[src/rtl/rv_burst_tx.sv]
// rtl/rv_burst_tx.sv - valid/ready stream burst transmitter
module rv_burst_tx #(
   parameter int DW    = 8,
   parameter int LEN_W = 8,
   parameter int GAP_W = 4
) (
   input  logic             clk,
   input  logic             rst,
   input  logic             start_i,
   input  logic [LEN_W-1:0] len_i,
   input  logic [DW-1:0]    base_i,
   input  logic [GAP_W-1:0] gap_i,
   output logic             busy_o,
   output logic             done_o,
   output logic [LEN_W-1:0] beat_cnt_o,
   output logic [DW-1:0]    data_o,
   output logic             valid_o,
   input  logic             ready_i
);

   typedef enum logic [1:0] {S_IDLE, S_SEND, S_GAP, S_DONE} state_t;

   state_t           state_q, state_d;
   logic [LEN_W-1:0] len_q, len_d;
   logic [GAP_W-1:0] gap_q, gap_d;
   logic [GAP_W-1:0] gap_cnt_q, gap_cnt_d;
   logic [LEN_W-1:0] beat_cnt_q, beat_cnt_d;
   logic [DW-1:0]    data_q, data_d;
   logic             valid_q, valid_d;
   logic             busy_q, busy_d;
   logic             done_q, done_d;

   // Next-state and registered-output logic; every output comes from a flop.
   always_comb begin
      state_d    = state_q;
      len_d      = len_q;
      gap_d      = gap_q;
      gap_cnt_d  = gap_cnt_q;
      beat_cnt_d = beat_cnt_q;
      data_d     = data_q;
      valid_d    = valid_q;
      busy_d     = busy_q;
      done_d     = 1'b0;
      case (state_q)
         S_IDLE: begin
            if (start_i) begin
               beat_cnt_d = '0;
               busy_d     = 1'b1;
               if (len_i != '0) begin
                  len_d   = len_i;
                  gap_d   = gap_i;
                  data_d  = base_i;
                  valid_d = 1'b1;
                  state_d = S_SEND;
               end else begin
                  done_d  = 1'b1;
                  state_d = S_DONE;
               end
            end
         end
         S_SEND: begin
            // Data and valid stay frozen until the downstream takes the beat.
            if (valid_q && ready_i) begin
               beat_cnt_d = beat_cnt_q + 1'b1;
               data_d     = data_q + 1'b1;
               if (beat_cnt_q + 1'b1 == len_q) begin
                  valid_d = 1'b0;
                  done_d  = 1'b1;
                  state_d = S_DONE;
               end else if (gap_q != '0) begin
                  valid_d   = 1'b0;
                  gap_cnt_d = gap_q;
                  state_d   = S_GAP;
               end
            end
         end
         S_GAP: begin
            // Down-counter: the last idle cycle is the one where the count reads 1.
            if (gap_cnt_q <= 1) begin
               valid_d = 1'b1;
               state_d = S_SEND;
            end else begin
               gap_cnt_d = gap_cnt_q - 1'b1;
            end
         end
         S_DONE: begin
            busy_d  = 1'b0;
            state_d = S_IDLE;
         end
         default: begin
            valid_d = 1'b0;
            busy_d  = 1'b0;
            state_d = S_IDLE;
         end
      endcase
   end

   // State register; reset abandons any burst and clears valid immediately.
   always_ff @(posedge clk or posedge rst) begin
      if (rst) begin
         state_q    <= S_IDLE;
         len_q      <= '0;
         gap_q      <= '0;
         gap_cnt_q  <= '0;
         beat_cnt_q <= '0;
         data_q     <= '0;
         valid_q    <= 1'b0;
         busy_q     <= 1'b0;
         done_q     <= 1'b0;
      end else begin
         state_q    <= state_d;
         len_q      <= len_d;
         gap_q      <= gap_d;
         gap_cnt_q  <= gap_cnt_d;
         beat_cnt_q <= beat_cnt_d;
         data_q     <= data_d;
         valid_q    <= valid_d;
         busy_q     <= busy_d;
         done_q     <= done_d;
      end
   end

   assign busy_o     = busy_q;
   assign done_o     = done_q;
   assign beat_cnt_o = beat_cnt_q;
   assign data_o     = data_q;
   assign valid_o    = valid_q;

endmodule

[config.mk]
export PLATFORM = sky130hd
export DESIGN_NAME = rv_burst_tx
export DESIGN_NICKNAME = d
export VERILOG_FILES = /design/src/rtl/rv_burst_tx.sv
export SDC_FILE = /design/constraint.sdc
export NUM_CORES = 1
export LEC_CHECK = 0
export CORE_MARGIN = 5
export CORE_UTILIZATION = 35
export CTS_BUF_LIST = sky130_fd_sc_hd__clkbuf_4 sky130_fd_sc_hd__clkbuf_8
export DETAILED_ROUTE_END_ITERATION = 12
export SLEW_MARGIN = 5
export SYNTH_ARGS = -nofsm -noshare
export SYNTH_HDL_FRONTEND = slang
export SYNTH_SLANG_ARGS = --single-unit
[constraint.sdc]
create_clock -name clk -period 7.69 [get_ports clk]
set_clock_uncertainty 0.2 [all_clocks]
set_input_delay 0.769 -clock clk [delete_from_list [all_inputs] [get_ports clk]]
set_output_delay 0.769 -clock clk [all_outputs]
set_load 0.02 [all_outputs]
==> flow_metrics.tcl, run 1 <==
set metrics [dict create \
    multi_input_area_um2 1070 \
    setup_viol 0 \
    dp_cells 328 \
    syn_to_final_growth_pct 27.2 \
    cts-resized-gates 0 \
    max-slew-margin-rel 0.225 \
    yosysTopAreaCellShare 0.448 \
    layout.nets 288 \
    vdd_drop_max_mv 0.181 \
    grt_overflow_total 0 \
    power_frac_seq 0.386 \
    vias 1772 \
    antenna_cells 0 \
    cts_tree "done" \
    p_sw_w 0.000395 \
    grt_max_degree 38 \
    cts_max_level 2 \
    clkPwrFrac 0.143 \
    swShare 0.418 \
    synth_edf_count 0 \
    yosysTopAreaCell "dfrtp_1" \
    synth.cell_area_um2 2070 \
    die_h_um 86.9 \
    fill_cells 602 \
    cts-hold-fix-buffers 0 \
    core_um2 5820 \
    synth-simple-area-share 0.165 \
    cts.sinks 37 \
    wire_per_inst_um 14.7 \
    fin_crit_ns 3.17 \
    synth_xor_area_frac 0.0508 \
    ys_ff_latch 37 \
    path_class "register to register" \
    viasPerCell 5.27 \
    gp_congestion 0.830 \
    fin_area_um2 2630 \
    seqCellArea_um2 926 \
    slew_violations 0 \
    yosys.area_share.adder 0.0242 \
    synth_top_family_by_area "compound AO/OA/AOI/OAI gates" \
    cp_common_cell "nor2_1" \
    power_density_nw_per_um2 360 \
    hpwl_um 3620 \
    cp_max_fo 18 \
    ys.flop_type "dfrtp_1" \
    cp_slowest_cell "nor2b_1" \
    antenna_found_initial 0 \
    p_leak_nw 1.03 \
    p_comb_frac 0.471 \
    grt_use_total 0.136 \
    layout_common_cells "clkdlybuf4s50_1 (42), dfrtp_1 (37), nand2_1 (22), nor2_1 (20)" \
    status "complete, no violations" \
    cpLargestDelayFamily "simple AND/OR/NAND/NOR gates" \
    dr.first_iter.drc_count 66 \
    ys_warn_count 0 \
    internal-power_w 0.000551 \
    critPathLaunchType "register" \
    yosys-top-cells-area "dfrtp_1 (45%), mux2_2 (6.0%), a21oi_1 (4.6%)" \
    avgSynthCellArea_um2 9.35 \
    portBuffers 42 \
    pin_count 43 \
    rows 28 \
    syn-instance-count 221 \
    max_stage_delay_ns 0.81 \
    clockBufferDepth 2 \
    stdcell_count 336 \
    totalWireLength_um 4930 \
    path_cells "nor2b_1 -> and3_1 -> nor2_1 -> nor2_1 -> o21ai_0 -> mux2i_1" \
    post-route-period-util 0.413 \
    fmax_ghz 0.315 \
    cts_buffers 5 \
    holdWs_ns 0.319 \
    yosysSeqAreaShare 0.448 \
    start_util 0.355 \
    grt_pass1_vias 1641 \
    async_flop_share 1.00 \
    final_common_cell "clkdlybuf4s50_1" \
    clk_pin_slew_ns 0.07 \
    drive_above_1_share 0.0881 \
    final_antenna_net_count 0 \
    setup-tns-final_ns 0 \
    synth_nets 249 \
    cp.arrival_ns 3.19 \
    synthDistinctLibCells 45 \
    die_w_um 86.9 \
    postPlaceCellArea_um2 2540 \
    postCtsSetupBuffers 0 \
    max_cap_violations 0 \
    min_path_type "register to register" \
    drtPass1Iterations 4 \
    die_area_um2 7540 \
    worstMarginPinSlew_ns 1.16 \
    final_util 0.452 \
    drc 0 \
    synth_mux_area_frac 0.0805 \
    cts-root-buf "clkbuf_8" \
    synth_compound_area_frac 0.198 \
    reg2reg_slack_ns 4.52 \
    worstSetupEndpointType "register" \
    grt_pass1_wl_um 8010 \
    final_hold_viol_count 0 \
    crit_buf_inv 0 \
    rsz0062_at_grt "false" \
    insertion_delay_ns 0.30 \
    worst_ep_required_time_ns 7.71 \
]
==> cell usage after synthesis, types with 4 or more instances <==
master,number
dfrtp_1,37
nand2_1,22
nor2_1,20
a21oi_1,19
o21ai_0,19
mux2_2,11
nand3_1,9
xnor2_1,9
clkbuf_1,6
inv_1,6
ha_1,4
o22ai_1,4
==> through the flow <==
stage	total power, W	worst slack (ns)
after floorplan	0.000674	4.93
after global placement	0.000812	4.58
after detailed placement	0.000817	4.53
after CTS	0.000956	4.49
after global routing	0.00102	4.21
final	0.000946	4.52
==> path summary, 6_finish.rpt <==
check | startpoint | to | cells after the start
max in group asynchronous | rst | beat_cnt_o[0]$_DFFE_PP0P_ | 3
hold / removal | busy_o$_DFFE_PP0P_ | busy_o$_DFFE_PP0P_ | 1
min in group asynchronous | rst | beat_cnt_o[5]$_DFFE_PP0P_ | 3
setup / recovery | state_q[0]$_DFFE_PP0P_ | data_o[0]$_DFFE_PP0P_ | 6
setup reg to reg | state_q[0]$_DFFE_PP0P_ | data_o[0]$_DFFE_PP0P_ | 6
hold reg to reg | busy_o$_DFFE_PP0P_ | busy_o$_DFFE_PP0P_ | 1
==> power by group through the flow <==
| stage | clock network [W] | logic (W) | registers (W) |
|---|---|---|---|
| final | 0.000135 | 0.000446 | 0.000365 |
| after global placement | 0 | 0.000445 | 0.000368 |
| after detailed placement | 0 | 0.000448 | 0.000368 |
| after floorplan | 0 | 0.000302 | 0.000372 |
| after CTS | 0.000141 | 0.000450 | 0.000365 |
| after global routing | 0.000146 | 0.000495 | 0.000379 |
==> routing by layer <==
metal	global-route usage	wire, um	up-vias
met5	0	0	-
met4	0.0595	74	0
met3	0.0265	348	6
met2	0.193	2090	52
met1	0.200	2420	828
li1	-	-	886
==> cell type report <==
type | count | share of cell area
multi-input cells | 167 | 0.408
clock inverters | 3 | 0.00666
inverters | 6 | 0.00857
repair buffers | 43 | 0.163
clock buffers | 5 | 0.0262
flip-flops and latches | 37 | 0.352
well taps | 75 | 0.0357
==> registers in the layout (all words and copies together), names as in the netlist <==
| signal | cells |
|---|---|
| data_o | 8 |
| len_q | 8 |
| beat_cnt_o | 8 |
| state_q | 2 |
| gap_q | 4 |
| valid_o | 1 |
| done_o | 1 |
| gap_cnt_q | 4 |
| busy_o | 1 |
==> logic make-up (layout without fill, tap and decap cells) <==
group | count (synthesis) | after routing
compound gates | 65 | 65
xor+xnor | 12 | 12
fa+ha+maj | 4 | 4
buf+inv | 17 | 57
flops | 37 | 37
mux | 15 | 15
simple gates | 71 | 71
Power figures use the tool's default switching activity.
==> inputs of run 2 (changes only) <==
==> constraint.sdc (replaced) <==
create_clock -name clk -period 2.9 [get_ports clk]
set_clock_uncertainty 0.2 [all_clocks]
set_input_delay 0.29 -clock clk [delete_from_list [all_inputs] [get_ports clk]]
set_output_delay 0.29 -clock clk [all_outputs]
set_load 0.02 [all_outputs]
==> run 2 against run 1 <==
Net effect:
- clock-buffer cell count unchanged
- highest routed layer unchanged
- final area grew 3.5%
- critical endpoint is now gap_cnt_q[2]$_DFFE_PP0P_
- critical path type unchanged
- largest cell class unchanged
- sequential cell count stayed put
- cell count up 1.5%
==> flow_metrics.tcl, run 2 (synthesis gave the netlist of run 1 again) <==
set metrics [dict create \
    status "complete, no violations" \
    use_met3 0.0312 \
    top_usage_layer "met1" \
    final_hold_viol_count 0 \
    grt_pass1_wl_um 8380 \
    gp_congestion 0.894 \
    cts-hold-fix-buffers 0 \
    final_antenna_net_count 0 \
    layout.nets 293 \
    r2r_cells 7 \
    r2r_end "gap_cnt_q[2]$_DFFE_PP0P_" \
    path_class "register to register" \
    worstMarginPinSlew_ns 1.04 \
    drc 0 \
    reg2reg_slack_ns 0.22 \
    setup-tns-final_ns 0 \
    final_util 0.468 \
    critPathLaunchType "register" \
    met1_usage 0.206 \
    max_cap_violations 0 \
    cp-endpoint "gap_cnt_q[2]$_DFFE_PP0P_" \
    fin_crit_ns 2.68 \
    insertion_delay_ns 0.29 \
    cts-root-buf "clkbuf_8" \
    core_um2 5820 \
    cts_tree "done" \
    antenna_found_initial 0 \
    die_h_um 86.9 \
    min_path_type "input pin to asynchronous set/reset pin" \
    vdd_drop_max_mv 0.402 \
    die_area_um2 7540 \
    power_w 0.00275 \
    vias 1803 \
    cp.arrival_ns 2.65 \
    syn_to_final_growth_pct 31.7 \
    totalWireLength_um 5020 \
    clockBufferDepth 2 \
    max-slew-margin-rel 0.304 \
    drive_above_1_share 0.109 \
    wire_per_inst_um 14.7 \
    p_leak_nw 1.08 \
    fmax_ghz 0.373 \
    dp_cells 333 \
    cts_max_level 2 \
    pin_count 43 \
    power_density_nw_per_um2 1010 \
    portBuffers 42 \
    hpwl_um 3680 \
    grt_use_met2 0.203 \
    grt_overflow_total 0 \
    viasPerCell 5.29 \
    start_util 0.355 \
    grt_pass1_vias 1714 \
    post-route-period-util 0.925 \
    cp_max_fo 8 \
    worstSetupEndpointType "register" \
    rows 28 \
    slew_violations 0 \
    fill_cells 585 \
    stdcell_count 341 \
    drtPass1Iterations 4 \
    setup_viol 0 \
    cts_buffers 5 \
    grt_use_total 0.140 \
    timing.rr.start "beat_cnt_o[0]$_DFFE_PP0P_" \
    layout_common_cells "clkdlybuf4s50_1 (42), dfrtp_1 (37), nand2_1 (22), nor2_1 (20)" \
    dr.first_iter.drc_count 155 \
    worst_ep_required_time_ns 2.87 \
    antenna_cells 0 \
    final_common_cell "clkdlybuf4s50_1" \
    critPathLaunch "beat_cnt_o[0]$_DFFE_PP0P_" \
    grt_max_degree 38 \
    clk_pin_slew_ns 0.08 \
    rsz0062_at_grt "false" \
    die_w_um 86.9 \
    cts.sinks 37 \
]
## run 2: cell types whose count changed in the layout (fill, tap and decap cells not counted)
cell	delta
or4b_1	-1
bufinv_16	+2
inv_6	+1
clkinvlp_4	-1
buf_4	+5
or4b_4	+1
clkinv_2	-2
## run 2: area by class of cell
type	count	area, um2	area share
clock buffers	5	68.8	0.0253
clock inverters	3	68.8	0.0253
inverters	6	22.5	0.00828
multi-input cells	167	1080	0.395
flip-flops and latches	37	926	0.340
well taps	75	93.8	0.0345
repair buffers	48	465	0.171
## run 2: worst max-delay path, cell delays in order, from the launching register on
cell	delay (ns)
dfrtp_1	0.39
ha_1	0.29
nand3_1	0.21
o32ai_1	0.10
nand4bb_1	0.19
or4b_4	0.59
o21ai_2	0.23
mux2_1	0.36
## run 2: layer usage
| layer | vias to the layer above | wire, um |
|---|---|---|
| met5 | - | 0 |
| met4 | 0 | 39 |
| met3 | 2 | 285 |
| met2 | 43 | 2170 |
| met1 | 867 | 2530 |
| li1 | 891 | - |
## run 2: worst min path at each step
stage                       startpoint                        end  slack, ns  cells past startpoint
finish                             rst      data_o[1]$_DFFE_PP0P_       0.22                      3
global route                       rst      data_o[1]$_DFFE_PP0P_       0.28                      3
CTS                                rst  beat_cnt_o[0]$_DFFE_PP0P_       0.23                      3
detailed placement  busy_o$_DFFE_PP0P_         busy_o$_DFFE_PP0P_       0.32                      1
global placement    busy_o$_DFFE_PP0P_         busy_o$_DFFE_PP0P_       0.31                      1
floorplan                     len_i[7]       len_q[7]$_DFFE_PP0P_       0.21                      2
## run 2: timing repair
action / in CTS / in global routing
setup endpoints to repair: 0 / 2
setup buffers: 0 / 0
gates resized for setup: 0 / 1
## run 2: through the flow
step | worst slack, ns | hold slack, ns | cell area, um2
floorplan | 0.142 | 0.207 | 2070
global placement | 0.215 | 0.309 | 2580
detailed placement | 0.133 | 0.318 | 2580
CTS | 0.117 | 0.234 | 2720
global route | 0.0942 | 0.281 | 2720
finish | 0.217 | 0.215 | 2720
## run 2: power by group
| part | internal (W) | total [W] | switching (W) | leakage, nW |
|---|---|---|---|---|
| registers | 0.000726 | 0.000959 | 0.000234 | 0.450 |
| logic | 0.000595 | 0.00124 | 0.000648 | 0.565 |
| clock network | 0.000346 | 0.000547 | 0.000200 | 0.0687 |
==> inputs of run 3 (changes only) <==
==> constraint.sdc (replaced) <==
create_clock -name clk -period 3.3 [get_ports clk]
set_clock_uncertainty 0.2 [all_clocks]
set_input_delay 0.33 -clock clk [delete_from_list [all_inputs] [get_ports clk]]
set_output_delay 0.33 -clock clk [all_outputs]
set_load 0.02 [all_outputs]
==> run 3 against run 2 <==
Net effect:
- core utilization decreased by 0.58 points
- clock power fell by 26%
- combinational power fell by 14%
- sequential share of layout area increased by 0.43 points
- clock-buffer cell count is the same
- first-iteration DRC count decreased by 46%
- power down 15%
- setup slack better by 0.19 ns
- largest cell class unchanged
- highest routed layer unchanged
==> flow_metrics.tcl, run 3 (synthesis gave the netlist of run 1 again) <==
set metrics [dict create \
    setup_viol 0 \
    cts-resized-gates 0 \
    die_h_um 86.9 \
    fill_cells 587 \
    insertion_delay_ns 0.30 \
    grt_max_degree 19 \
    met1_usage 0.211 \
    cts.sinks 37 \
    wire_per_inst_um 14.8 \
    worst_ep_required_time_ns 3.28 \
    use_met3 0.0341 \
    worstSetupEndpointType "register" \
    cts_tree "done" \
    portBuffers 42 \
    gp_congestion 0.877 \
    cts_max_level 2 \
    p_leak_nw 1.06 \
    layout.nets 292 \
    power_density_nw_per_um2 867 \
    top_usage_layer "met2" \
    hpwl_um 3800 \
    worstMarginPinSlew_ns 1.12 \
    grt_pass1_vias 1737 \
    antenna_found_initial 0 \
    cts_buffers 5 \
    drtPass1Iterations 4 \
    fmax_ghz 0.346 \
    cts-root-buf "clkbuf_8" \
    totalWireLength_um 5050 \
    final_hold_viol_count 0 \
    max_cap_violations 0 \
    drive_above_1_share 0.102 \
    final_common_cell "clkdlybuf4s50_1" \
    clk_pin_slew_ns 0.08 \
    grt_use_met2 0.212 \
    pin_count 43 \
    path_class "register to register" \
    layout_common_cells "clkdlybuf4s50_1 (42), dfrtp_1 (37), nand2_1 (22), nor2_1 (20)" \
    setup-tns-final_ns 0 \
    die_area_um2 7540 \
    postCtsSetupBuffers 0 \
    slew_violations 0 \
    max-slew-margin-rel 0.253 \
    final_util 0.462 \
    cp.arrival_ns 2.87 \
    vdd_drop_max_mv 0.379 \
    grt_use_total 0.144 \
    drc 0 \
    cts-hold-fix-buffers 0 \
    die_w_um 86.9 \
    start_util 0.355 \
    core_um2 5820 \
    rows 28 \
    antenna_cells 0 \
    grt_overflow_total 0 \
    post-route-period-util 0.876 \
    min_path_type "input pin to asynchronous set/reset pin" \
    grt_pass1_wl_um 8600 \
    rsz0062_at_grt "false" \
    syn_to_final_growth_pct 30.0 \
    viasPerCell 5.35 \
    final_antenna_net_count 0 \
    clockBufferDepth 2 \
    status "complete, no violations" \
    vias 1819 \
    critPathLaunchType "register" \
    dr.first_iter.drc_count 84 \
    cp_max_fo 8 \
    fin_crit_ns 2.89 \
]
==> run 3: path summary, 6_finish.rpt <==
kind | startpoint | end | slack, ns | cells past startpoint
worst max-delay path | beat_cnt_o[0]$_DFFE_PP0P_ | gap_cnt_q[2]$_DFFE_PP0P_ | 0.41 | 7
worst min-delay path | rst | data_o[0]$_DFFE_PP0P_ | 0.25 | 2
worst max register to register | beat_cnt_o[0]$_DFFE_PP0P_ | gap_cnt_q[2]$_DFFE_PP0P_ | 0.41 | 7
worst min register to register | busy_o$_DFFE_PP0P_ | busy_o$_DFFE_PP0P_ | 0.33 | 1
max in group asynchronous | rst | state_q[1]$_DFFE_PP0P_ | 2.01 | 3
min in group clk | busy_o$_DFFE_PP0P_ | busy_o$_DFFE_PP0P_ | 0.33 | 1
==> run 3: layout make-up <==
type	instances	area, um2	share of cell area
clock buffer	5	68.8	0.0256
timing repair buffer	47	458	0.170
inverter	6	22.5	0.00838
multi-input combinational	167	1070	0.399
sequential	37	926	0.345
clock inverter	3	46.3	0.0172
tap	75	93.8	0.0349
==> run 3: critical path: stages, from the launching register on <==
cell and delay, ns:
dfrtp_1 0.46, ha_1 0.33, nand3_1 0.21, o32ai_1 0.09, nand4bb_1 0.18, or4b_1 0.68
o21ai_2 0.27, mux2_1 0.34
==> run 3: metrics by stage <==
step	cells	instance area [um2]	hold slack (ns)	power, W	setup slack [ns]
global placement	332	2570	0.308	0.00192	0.496
floorplan	221	2070	0.247	0.00157	0.542
finish	340	2690	0.249	0.00233	0.410
detailed placement	332	2570	0.313	0.00194	0.447
global route	340	2690	0.318	0.00253	0.259
CTS	340	2690	0.281	0.00236	0.426
==> run 3: metal layers <==
| metal | part of all wire | wire length, um |
|---|---|---|
| met5 | 0 | 0 |
| met2 | 0.43 | 2170 |
| met1 | 0.49 | 2460 |
| met3 | 0.071 | 360 |
| met4 | 0.011 | 57 |
==> run 3: where the power goes <==
| part | internal [W] | switching (W) |
|---|---|---|
| logic | 0.000519 | 0.000553 |
| clock network | 0.000226 | 0.000180 |
| registers | 0.000638 | 0.000214 |
| total | 0.00138 | 0.000947 |
